### src/rtl/ecc_secded_decoder.sv
`timescale 1ns/1ps
// ecc_secded_decoder: two-stage SECDED decoder for the memory read return path.
// Stage 1 registers the word with its syndrome and overall parity. Stage 2 holds
// the corrected word, its classification and its address. Status outputs record
// the correction pulse, the last corrected/uncorrectable addresses and a sticky flag.
// Handshake: a word moves on a rising clk edge where valid && ready; a producer
// holds valid and payload stable until ready; ready never depends on in_valid.
module ecc_secded_decoder #(
   parameter int ADDR_WIDTH = 12
) (
   input  logic                  clk,
   input  logic                  reset_n,
   input  logic                  in_valid,
   output logic                  in_ready,
   input  logic [15:0]           in_data,
   input  logic [5:0]            in_check,
   input  logic [ADDR_WIDTH-1:0] in_addr,
   output logic                  out_valid,
   input  logic                  out_ready,
   output logic [15:0]           out_data,
   output logic                  out_corrected,
   output logic                  out_uncorrectable,
   output logic                  error_correction_event,
   output logic [ADDR_WIDTH-1:0] last_corr_addr,
   output logic [ADDR_WIDTH-1:0] last_uncorr_addr,
   output logic                  uncorr_sticky,
   input  logic                  sticky_clear
);

   // Hamming position (1..21) holding data bit i; powers of two hold check bits.
   function automatic logic [4:0] data_pos(input int i);
      case (i)
         0:       data_pos = 5'd3;
         1:       data_pos = 5'd5;
         2:       data_pos = 5'd6;
         3:       data_pos = 5'd7;
         4:       data_pos = 5'd9;
         5:       data_pos = 5'd10;
         6:       data_pos = 5'd11;
         7:       data_pos = 5'd12;
         8:       data_pos = 5'd13;
         9:       data_pos = 5'd14;
         10:      data_pos = 5'd15;
         11:      data_pos = 5'd17;
         12:      data_pos = 5'd18;
         13:      data_pos = 5'd19;
         14:      data_pos = 5'd20;
         15:      data_pos = 5'd21;
         default: data_pos = 5'd0;
      endcase
   endfunction

   // stage 1 registers
   logic                  s1_valid_q, s1_valid_d;
   logic [15:0]           s1_data_q, s1_data_d;
   logic [4:0]            s1_syn_q, s1_syn_d;
   logic                  s1_pe_q, s1_pe_d;
   logic [ADDR_WIDTH-1:0] s1_addr_q, s1_addr_d;

   // stage 2 registers (drive out_*)
   logic                  s2_valid_q, s2_valid_d;
   logic [15:0]           s2_data_q, s2_data_d;
   logic                  s2_corr_q, s2_corr_d;
   logic                  s2_uncorr_q, s2_uncorr_d;
   logic [ADDR_WIDTH-1:0] s2_addr_q, s2_addr_d;

   // status registers
   logic                  evt_q, evt_d;
   logic [ADDR_WIDTH-1:0] last_corr_q, last_corr_d;
   logic [ADDR_WIDTH-1:0] last_uncorr_q, last_uncorr_d;
   logic                  sticky_q, sticky_d;

   logic                  s1_advance;
   logic                  in_hs;
   logic                  out_hs;
   logic [21:0]           cw_in;
   logic [4:0]            syn_in;
   logic                  pe_in;
   logic [15:0]           fix_data;
   logic                  fix_corr;
   logic                  fix_uncorr;

   assign s1_advance = !s2_valid_q || out_ready;
   assign in_ready   = !s1_valid_q || s1_advance;
   assign in_hs      = in_valid && in_ready;
   assign out_hs     = s2_valid_q && out_ready;

   // Syndrome is the XOR of the positions of all set codeword bits; pe is total parity.
   always_comb begin
      cw_in     = '0;
      cw_in[1]  = in_check[0];
      cw_in[2]  = in_check[1];
      cw_in[4]  = in_check[2];
      cw_in[8]  = in_check[3];
      cw_in[16] = in_check[4];
      for (int i = 0; i < 16; i++) begin
         cw_in[data_pos(i)] = in_data[i];
      end
      syn_in = '0;
      for (int p = 1; p < 22; p++) begin
         if (cw_in[p]) syn_in = syn_in ^ 5'(p);
      end
      pe_in = (^cw_in) ^ in_check[5];
   end

   // Classify the stage-1 word and flip the data bit the syndrome points at.
   always_comb begin
      fix_corr   = s1_pe_q && (s1_syn_q <= 5'd21);
      fix_uncorr = (!s1_pe_q && (s1_syn_q != 5'd0)) || (s1_pe_q && (s1_syn_q > 5'd21));
      fix_data   = s1_data_q;
      for (int i = 0; i < 16; i++) begin
         if (fix_corr && (s1_syn_q == data_pos(i))) fix_data[i] = ~s1_data_q[i];
      end
   end

   // Stage 1 loads whenever it can accept a word.
   always_comb begin
      s1_valid_d = s1_valid_q;
      s1_data_d  = s1_data_q;
      s1_syn_d   = s1_syn_q;
      s1_pe_d    = s1_pe_q;
      s1_addr_d  = s1_addr_q;
      if (in_ready) begin
         s1_valid_d = in_valid;
         if (in_valid) begin
            s1_data_d = in_data;
            s1_syn_d  = syn_in;
            s1_pe_d   = pe_in;
            s1_addr_d = in_addr;
         end
      end
   end

   // Stage 2 takes the classified word when empty or draining downstream.
   always_comb begin
      s2_valid_d  = s2_valid_q;
      s2_data_d   = s2_data_q;
      s2_corr_d   = s2_corr_q;
      s2_uncorr_d = s2_uncorr_q;
      s2_addr_d   = s2_addr_q;
      if (s1_advance) begin
         s2_valid_d = s1_valid_q;
         if (s1_valid_q) begin
            s2_data_d   = fix_data;
            s2_corr_d   = fix_corr;
            s2_uncorr_d = fix_uncorr;
            s2_addr_d   = s1_addr_q;
         end
      end
   end

   // Status follows output handshakes only; a set of the sticky beats a clear.
   always_comb begin
      evt_d         = out_hs && s2_corr_q;
      last_corr_d   = (out_hs && s2_corr_q) ? s2_addr_q : last_corr_q;
      last_uncorr_d = (out_hs && s2_uncorr_q) ? s2_addr_q : last_uncorr_q;
      sticky_d      = sticky_q;
      if (sticky_clear) sticky_d = 1'b0;
      if (out_hs && s2_uncorr_q) sticky_d = 1'b1;
   end

   // All state, cleared asynchronously.
   always_ff @(posedge clk or negedge reset_n) begin
      if (!reset_n) begin
         s1_valid_q    <= 1'b0;
         s1_data_q     <= '0;
         s1_syn_q      <= '0;
         s1_pe_q       <= 1'b0;
         s1_addr_q     <= '0;
         s2_valid_q    <= 1'b0;
         s2_data_q     <= '0;
         s2_corr_q     <= 1'b0;
         s2_uncorr_q   <= 1'b0;
         s2_addr_q     <= '0;
         evt_q         <= 1'b0;
         last_corr_q   <= '0;
         last_uncorr_q <= '0;
         sticky_q      <= 1'b0;
      end else begin
         s1_valid_q    <= s1_valid_d;
         s1_data_q     <= s1_data_d;
         s1_syn_q      <= s1_syn_d;
         s1_pe_q       <= s1_pe_d;
         s1_addr_q     <= s1_addr_d;
         s2_valid_q    <= s2_valid_d;
         s2_data_q     <= s2_data_d;
         s2_corr_q     <= s2_corr_d;
         s2_uncorr_q   <= s2_uncorr_d;
         s2_addr_q     <= s2_addr_d;
         evt_q         <= evt_d;
         last_corr_q   <= last_corr_d;
         last_uncorr_q <= last_uncorr_d;
         sticky_q      <= sticky_d;
      end
   end

   assign out_valid              = s2_valid_q;
   assign out_data               = s2_data_q;
   assign out_corrected          = s2_corr_q;
   assign out_uncorrectable      = s2_uncorr_q;
   assign error_correction_event = evt_q;
   assign last_corr_addr         = last_corr_q;
   assign last_uncorr_addr       = last_uncorr_q;
   assign uncorr_sticky          = sticky_q;

endmodule

### config.mk
export PLATFORM = sky130hd
export DESIGN_NAME = ecc_secded_decoder
export DESIGN_NICKNAME = d
export VERILOG_FILES = /design/src/rtl/ecc_secded_decoder.sv
export SDC_FILE = /design/constraint.sdc
export NUM_CORES = 1
export LEC_CHECK = 0
export CORE_ASPECT_RATIO = 1.1
export CORE_MARGIN = 2
export CORE_UTILIZATION = 32
export DETAILED_ROUTE_END_ITERATION = 7
export GPL_ROUTABILITY_DRIVEN = 0
export SYNTH_ARGS = -nofsm -noshare
export SYNTH_HDL_FRONTEND = slang
export SYNTH_SLANG_ARGS = --single-unit
### constraint.sdc
create_clock -name clk -period 2.71 [get_ports clk]
set_input_delay 0.542 -clock clk [delete_from_list [all_inputs] [get_ports clk]]
set_output_delay 0.542 -clock clk [all_outputs]
set_load 0.1 [all_outputs]
==> run metrics, run 1 <==
power share of the combinational group=50.0%; post_cts resized=0; metal3 WL=355 µm; Cells after Synth=316; Switching Share=50.3%; hold_ws=323 ps; commonest non-fill, non-tap cell in the layout=dfrtp_1; final wirelength=8360 µm; layout net count=440; Port Buffers=84; clk_skew=7.48 ps; Layout Cell Area excl Fill=5230 µm²; ANT cells=0; # clock sinks=92; Post-synth EDFFs=0; Detail Route Antenna Nets=0; via count=2568; dpl hpwl=6300 µm; critical path class=in2out; Die Wd=111 µm; number of antenna violations at the first check in global routing=0; I/O pins=85; RSZ-0062 raised after global routing=false; routed len/inst=14.9 µm; # DRC=0; Internal Power=3280 µW; Static Leakage=0.00220 µW; Overflow after GRT=0; Core ar.=12100 µm²; largest family of logic cells by synthesized area=multiplexers; CTS tree=done; Worst Tran Pin Value=853 ps; sequential fraction of design power=31.7%; Area Overhead vs Synth=30.1%; Synth Area in Compound Gates=3.67%; DR iter-0 viols=59; number of iterations in the first detailed-routing pass=6; insertion delay to the later sink of the worst-skew pair=340 ps; post-synthesis adder-cell area fraction=0%; Max clock buf depth=2; mux cell area share after synthesis=17.9%; Total GRT Usage=13.1%; cell taking the most area after synthesis=dfrtp_1; leading register cell type out of synthesis=dfrtp_1; count of final setup violators=0; Num CTS Buffers=9; Die Area=13500 µm²; Post-CTS Setup Repair Bufs=0; P per Cell Area=1260 nW/µm²; Highest Signal Layer=met4; row count=42; Fmax achieved=0.478 GHz; CTS root buffer=clkbuf_16; hold_buf cts=0; critical path's slowest cell=clkdlybuf4s50_1; Psw=3320 µW; critical path peak fanout=4; syn_nets=355; sum of negative setup slack=0 ps; first-pass GRT wire length=13700 µm; Final Cycle Share=77.2%; vias in the first global route=2659; initial core utilization=33.1%; Tmin final=2090 ps; post-synth top area share=57.3%; status=finished, final reports clean; Cell variety after synth=25; dominant cells by area after synthesis=dfrtp_1 57%, mux2_2 18%, xnor2_1 8.1%; M1 WL=3680 µm; Post-Syn Area=4020 µm²; highest-count cells in the layout ignoring fill and taps=91 x dfrtp_1, 64 x mux2_2, 50 x buf_4, 37 x xnor2_1, 37 x clkdlybuf4s50_1; Critical Path RT=2170 ps; biggest cell delay along the critical path=470 ps; clock share of power=18.3%; Final Total Pwr=6600 µW; largest net degree at the start of global routing=69; Maximum Capacitance Violations=0; Max-Slew Margin vs Limit=43.1%; Worst R2R Setup Slack=1060 ps; maximum VDD drop=937 µV; DR WL met2=4220 µm; vias per cell=4.59; endpoint class of the critical path=output pin; #FFs+latches synth=92; synthesized area per cell=12.7 µm²; async set-reset flop share out of synthesis=100%; clock-pin slew on the worst setup and hold paths=70 ps; dpl cells=544; post-synthesis sequential area ratio=57.3%; H-tree depth=3; DIE HEIGHT=122 µm; Final Non-Filler Cells=560; Hold WC Path Type=in2async; XOR/XNOR Fraction of Synth Area=12.1%; Max Slew Vio Count=0; worst-path cell chain=clkdlybuf4s50_1, nand3b_1, buf_12; final hold viol count=0; share of cells above drive strength 1=33.3%; synth warn=0; CP Launch Type=input port; CP arrival=1550 ps; Simple-Gate Fraction of Synth Area=7.13%; Area after DPL=4940 µm²
## worst max-delay path: cells and delay by family
family / cells / cell delay, ps
buf+inv: 2 / 710
simple gates: 1 / 300
## logic make-up after synthesis
| group | Yosys count |
|---|---|
| AOI/OAI and AO/OA | 29 |
| buffers and inverters | 18 |
| and+or+nand+nor | 60 |
| muxes | 64 |
| xor gates and xnor gates | 53 |
| DFF | 92 |
## cell type report
| class | instances | area, µm² |
|---|---|---|
| tap | 154 | 193 |
| sequential | 92 | 2300 |
| inverter | 3 | 11.3 |
| clock buffer | 9 | 225 |
| multi-input combinational | 206 | 1640 |
| clock inverter | 7 | 65.1 |
| fill | 1158 | 6910 |
| timing repair buffer | 89 | 786 |
## metal layers
layer  up-vias  global-route usage, %
met4         0                   4.92
met5         -                      0
li1       1241                      -
met2        64                   23.3
met1      1253                   15.8
met3        10                   2.60
## sequential cells by signal (all words and copies together), names as in the netlist, 5 cells and up
register,cells
out_data,16
s1_syn_q,5
last_uncorr_addr,12
s2_addr_q,12
s1_addr_q,12
s1_data_q,16
last_corr_addr,12
## synthesized netlist by cell type, drive strengths merged, types with 3 or more instances
| cell type | number |
|---|---|
| buf | 7 |
| clkbuf | 8 |
| dfrtp | 92 |
| inv | 3 |
| mux2 | 64 |
| nand2 | 32 |
| nand2b | 5 |
| nand3 | 5 |
| nor2 | 3 |
| nor2b | 4 |
| o21ai | 26 |
| xnor2 | 38 |
| xor2 | 14 |
## stage by stage
step | util (%) | setup WS (ps)
finish | 43.1 | 617
global route | 43.1 | 533
CTS | 43.1 | 625
detailed placement | 40.7 | 397
global placement | 40.7 | 415
floorplan | - | 53.2
## power by group through the flow
stage / Sequential (µW) / Combinational [µW] / Clock [µW]
final: 2090 / 3300 / 1210
after detailed placement: 2120 / 3330 / 0
after global routing: 2150 / 3430 / 1320
after CTS: 2090 / 3340 / 1240
after global placement: 2100 / 3310 / 0
after floorplan: 3930 / 746 / 0
## worst paths after layout
path                         startpoint            end  cells after the start
min reg2reg                out_data[10]   out_data[10]                      2
max in group asynchronous       reset_n      out_valid                      2
min in group clk           out_data[10]   out_data[10]                      2
min                             reset_n  s1_data_q[11]                      1
max                           out_ready       in_ready                      3
max reg2reg                 s1_syn_q[2]   out_data[14]                      4
No activity file was read; power rests on OpenSTA's default activity.
==> run 2: changes to the inputs <==
clock period = 2.1 ns   (was 2.71 ns; I/O delays follow)
==> run 2 against run 1 <==
Register-to-register slack worse by 550 ps. Worst hold slack worse by 240 ps. Critical endpoint unchanged. Clock skew fell by 3.0 ps. Critical path type unchanged. Flip-flop and latch count did not move. Global-route usage hardly changed. Largest cell class unchanged. Clock power grew 36%.
==> run metrics, run 2 (synthesis results as in run 1) <==
critical path peak fanout=4 (unchanged); clk_skew=4.51 ps (-2.97 ps); vias in the first global route=2796 (+5.2%); first-pass GRT wire length=13800 µm (+0.55%); highest-count cells in the layout ignoring fill and taps=91 x dfrtp_1, 66 x buf_4, 64 x mux2_2, 37 x xnor2_1, 37 x clkdlybuf4s50_1; DIE HEIGHT=122 µm (unchanged); endpoint class of the critical path=output pin; Worst Tran Pin Value=524 ps (-329 ps); Port Buffers=84 (unchanged); row count=42 (unchanged); footprint of the multi-input gates=1650 µm² (+0.15%); number of antenna violations at the first check in global routing=0 (unchanged); I/O pins=85 (unchanged); Hold WC Path Type=in2async; Final Non-Filler Cells=581 (+3.8%); final hold viol count=0 (unchanged); share of cells above drive strength 1=36.3% (+3.0 points); # clock sinks=92 (unchanged); routed len/inst=14.7 µm (-1.4%); Die Area=13500 µm² (unchanged); CP arrival=1420 ps (-130 ps); largest net degree at the start of global routing=93 (+35%); RSZ-0062 raised after global routing=false; Worst R2R Setup Slack=510 ps (-550 ps); Num CTS Buffers=9 (unchanged); maximum VDD drop=1100 µV (+18%); dpl hpwl=6350 µm (+0.82%); Fmax achieved=0.544 GHz; ANT cells=0 (unchanged); via count=2644 (+3.0%); initial core utilization=33.1% (unchanged); CTS root buffer=clkbuf_16; Max clock buf depth=2 (unchanged); layout net count=461 (+4.8%); Max-Slew Margin vs Limit=65.1% (+22 points); Max Slew Vio Count=0 (unchanged); hold_buf cts=0 (unchanged); critical path class=in2out; insertion delay to the later sink of the worst-skew pair=340 ps (about the same); status=finished, final reports clean; R2R Path End=out_data[8]; CTS tree=done; Final Cycle Share=87.5%; Area Overhead vs Synth=36.1%; final wirelength=8550 µm (+2.3%); CP Launch Type=input port; Tmin final=1840 ps; Util after Layout=45.0% (+2.0 points); Critical Path RT=1680 ps (-490 ps); Fillers=1125 (-2.8%); dpl cells=565 (+3.9%); post_cts resized=0 (unchanged); Static Leakage=0.00233 µW (+5.8%); Area after DPL=5160 µm² (+4.6%); Total GRT Usage=13.1% (-0.020 points); DR iter-0 viols=97 (+64%); count of final setup violators=0 (unchanged); Final Total Pwr=8700 µW (+32%); number of iterations in the first detailed-routing pass=4 (-2); worst r2r src=s1_syn_q[0]; # DRC=0 (unchanged); clock-pin slew on the worst setup and hold paths=60 ps (about the same); Maximum Capacitance Violations=0 (unchanged); vias per cell=4.55 (-0.76%); Core ar.=12100 µm² (unchanged); H-tree depth=3 (unchanged); Overflow after GRT=0 (unchanged); commonest non-fill, non-tap cell in the layout=dfrtp_1; reg2reg path depth=5 (+1); Layout Cell Area excl Fill=5470 µm² (+4.6%); Register Area=2310 µm² (+0.11%); P per Cell Area=1590 nW/µm² (+26%); Die Wd=111 µm (unchanged); Detail Route Antenna Nets=0 (unchanged); Post-CTS Setup Repair Bufs=0 (unchanged)
run 2: cell count changes in the layout (fill, tap and decap cells not counted), sizes merged:
cell	before	now
bufinv	0	1
inv	7	3
clkinv	2	0
clkinvlp	1	2
clkbuf	9	13
buf	52	73
run 2: power breakdown:
group	switching [µW]	internal, µW	total (µW)
registers	397	2300	2700
logic	3170	1180	4360
clock network	659	989	1650
total	4230	4470	8700
run 2: layout make-up:
type                       count  share of cell area [%]
inverter                       3                   0.206
multi-input combinational    206                    30.1
timing repair buffer         110                    18.4
sequential                    92                    42.2
clock buffer                  13                    4.76
tap                          154                    3.52
clock inverter                 3                   0.824
run 2: worst max-delay path: stages:
cell and delay, ps:
clkdlybuf4s50_1 460, nand3b_1 210, buf_4 160, buf_12 160
run 2: how the worst max path moves through the flow:
stage | startpoint | end | depth (start not counted)
floorplan | out_valid | s1_addr_q[0] | 4
global placement | in_data[9] | s1_pe_q | 6
detailed placement | in_data[9] | s1_pe_q | 6
CTS | out_ready | in_ready | 4
global route | in_data[9] | s1_pe_q | 6
finish | out_ready | in_ready | 4
run 2: per-layer routing:
| metal | vias to the layer above | global-route usage [%] | part of all wire [%] |
|---|---|---|---|
| li1 | 1276 | - | - |
| met4 | 0 | 5.47 | 2.0 |
| met2 | 64 | 23.0 | 51 |
| met3 | 15 | 3.25 | 4.3 |
| met1 | 1289 | 15.3 | 43 |
| met5 | - | 0 | 0 |
run 2: stage by stage:
step                      hold WS, ps  setup WS, ps  setup TNS, ps
after global placement            471         -16.1          -16.1
after detailed placement          475         -73.2          -73.2
after global routing              124           165              0
after CTS                         135           256              0
after floorplan                   124          -343         -10720
final                            81.1           263              0
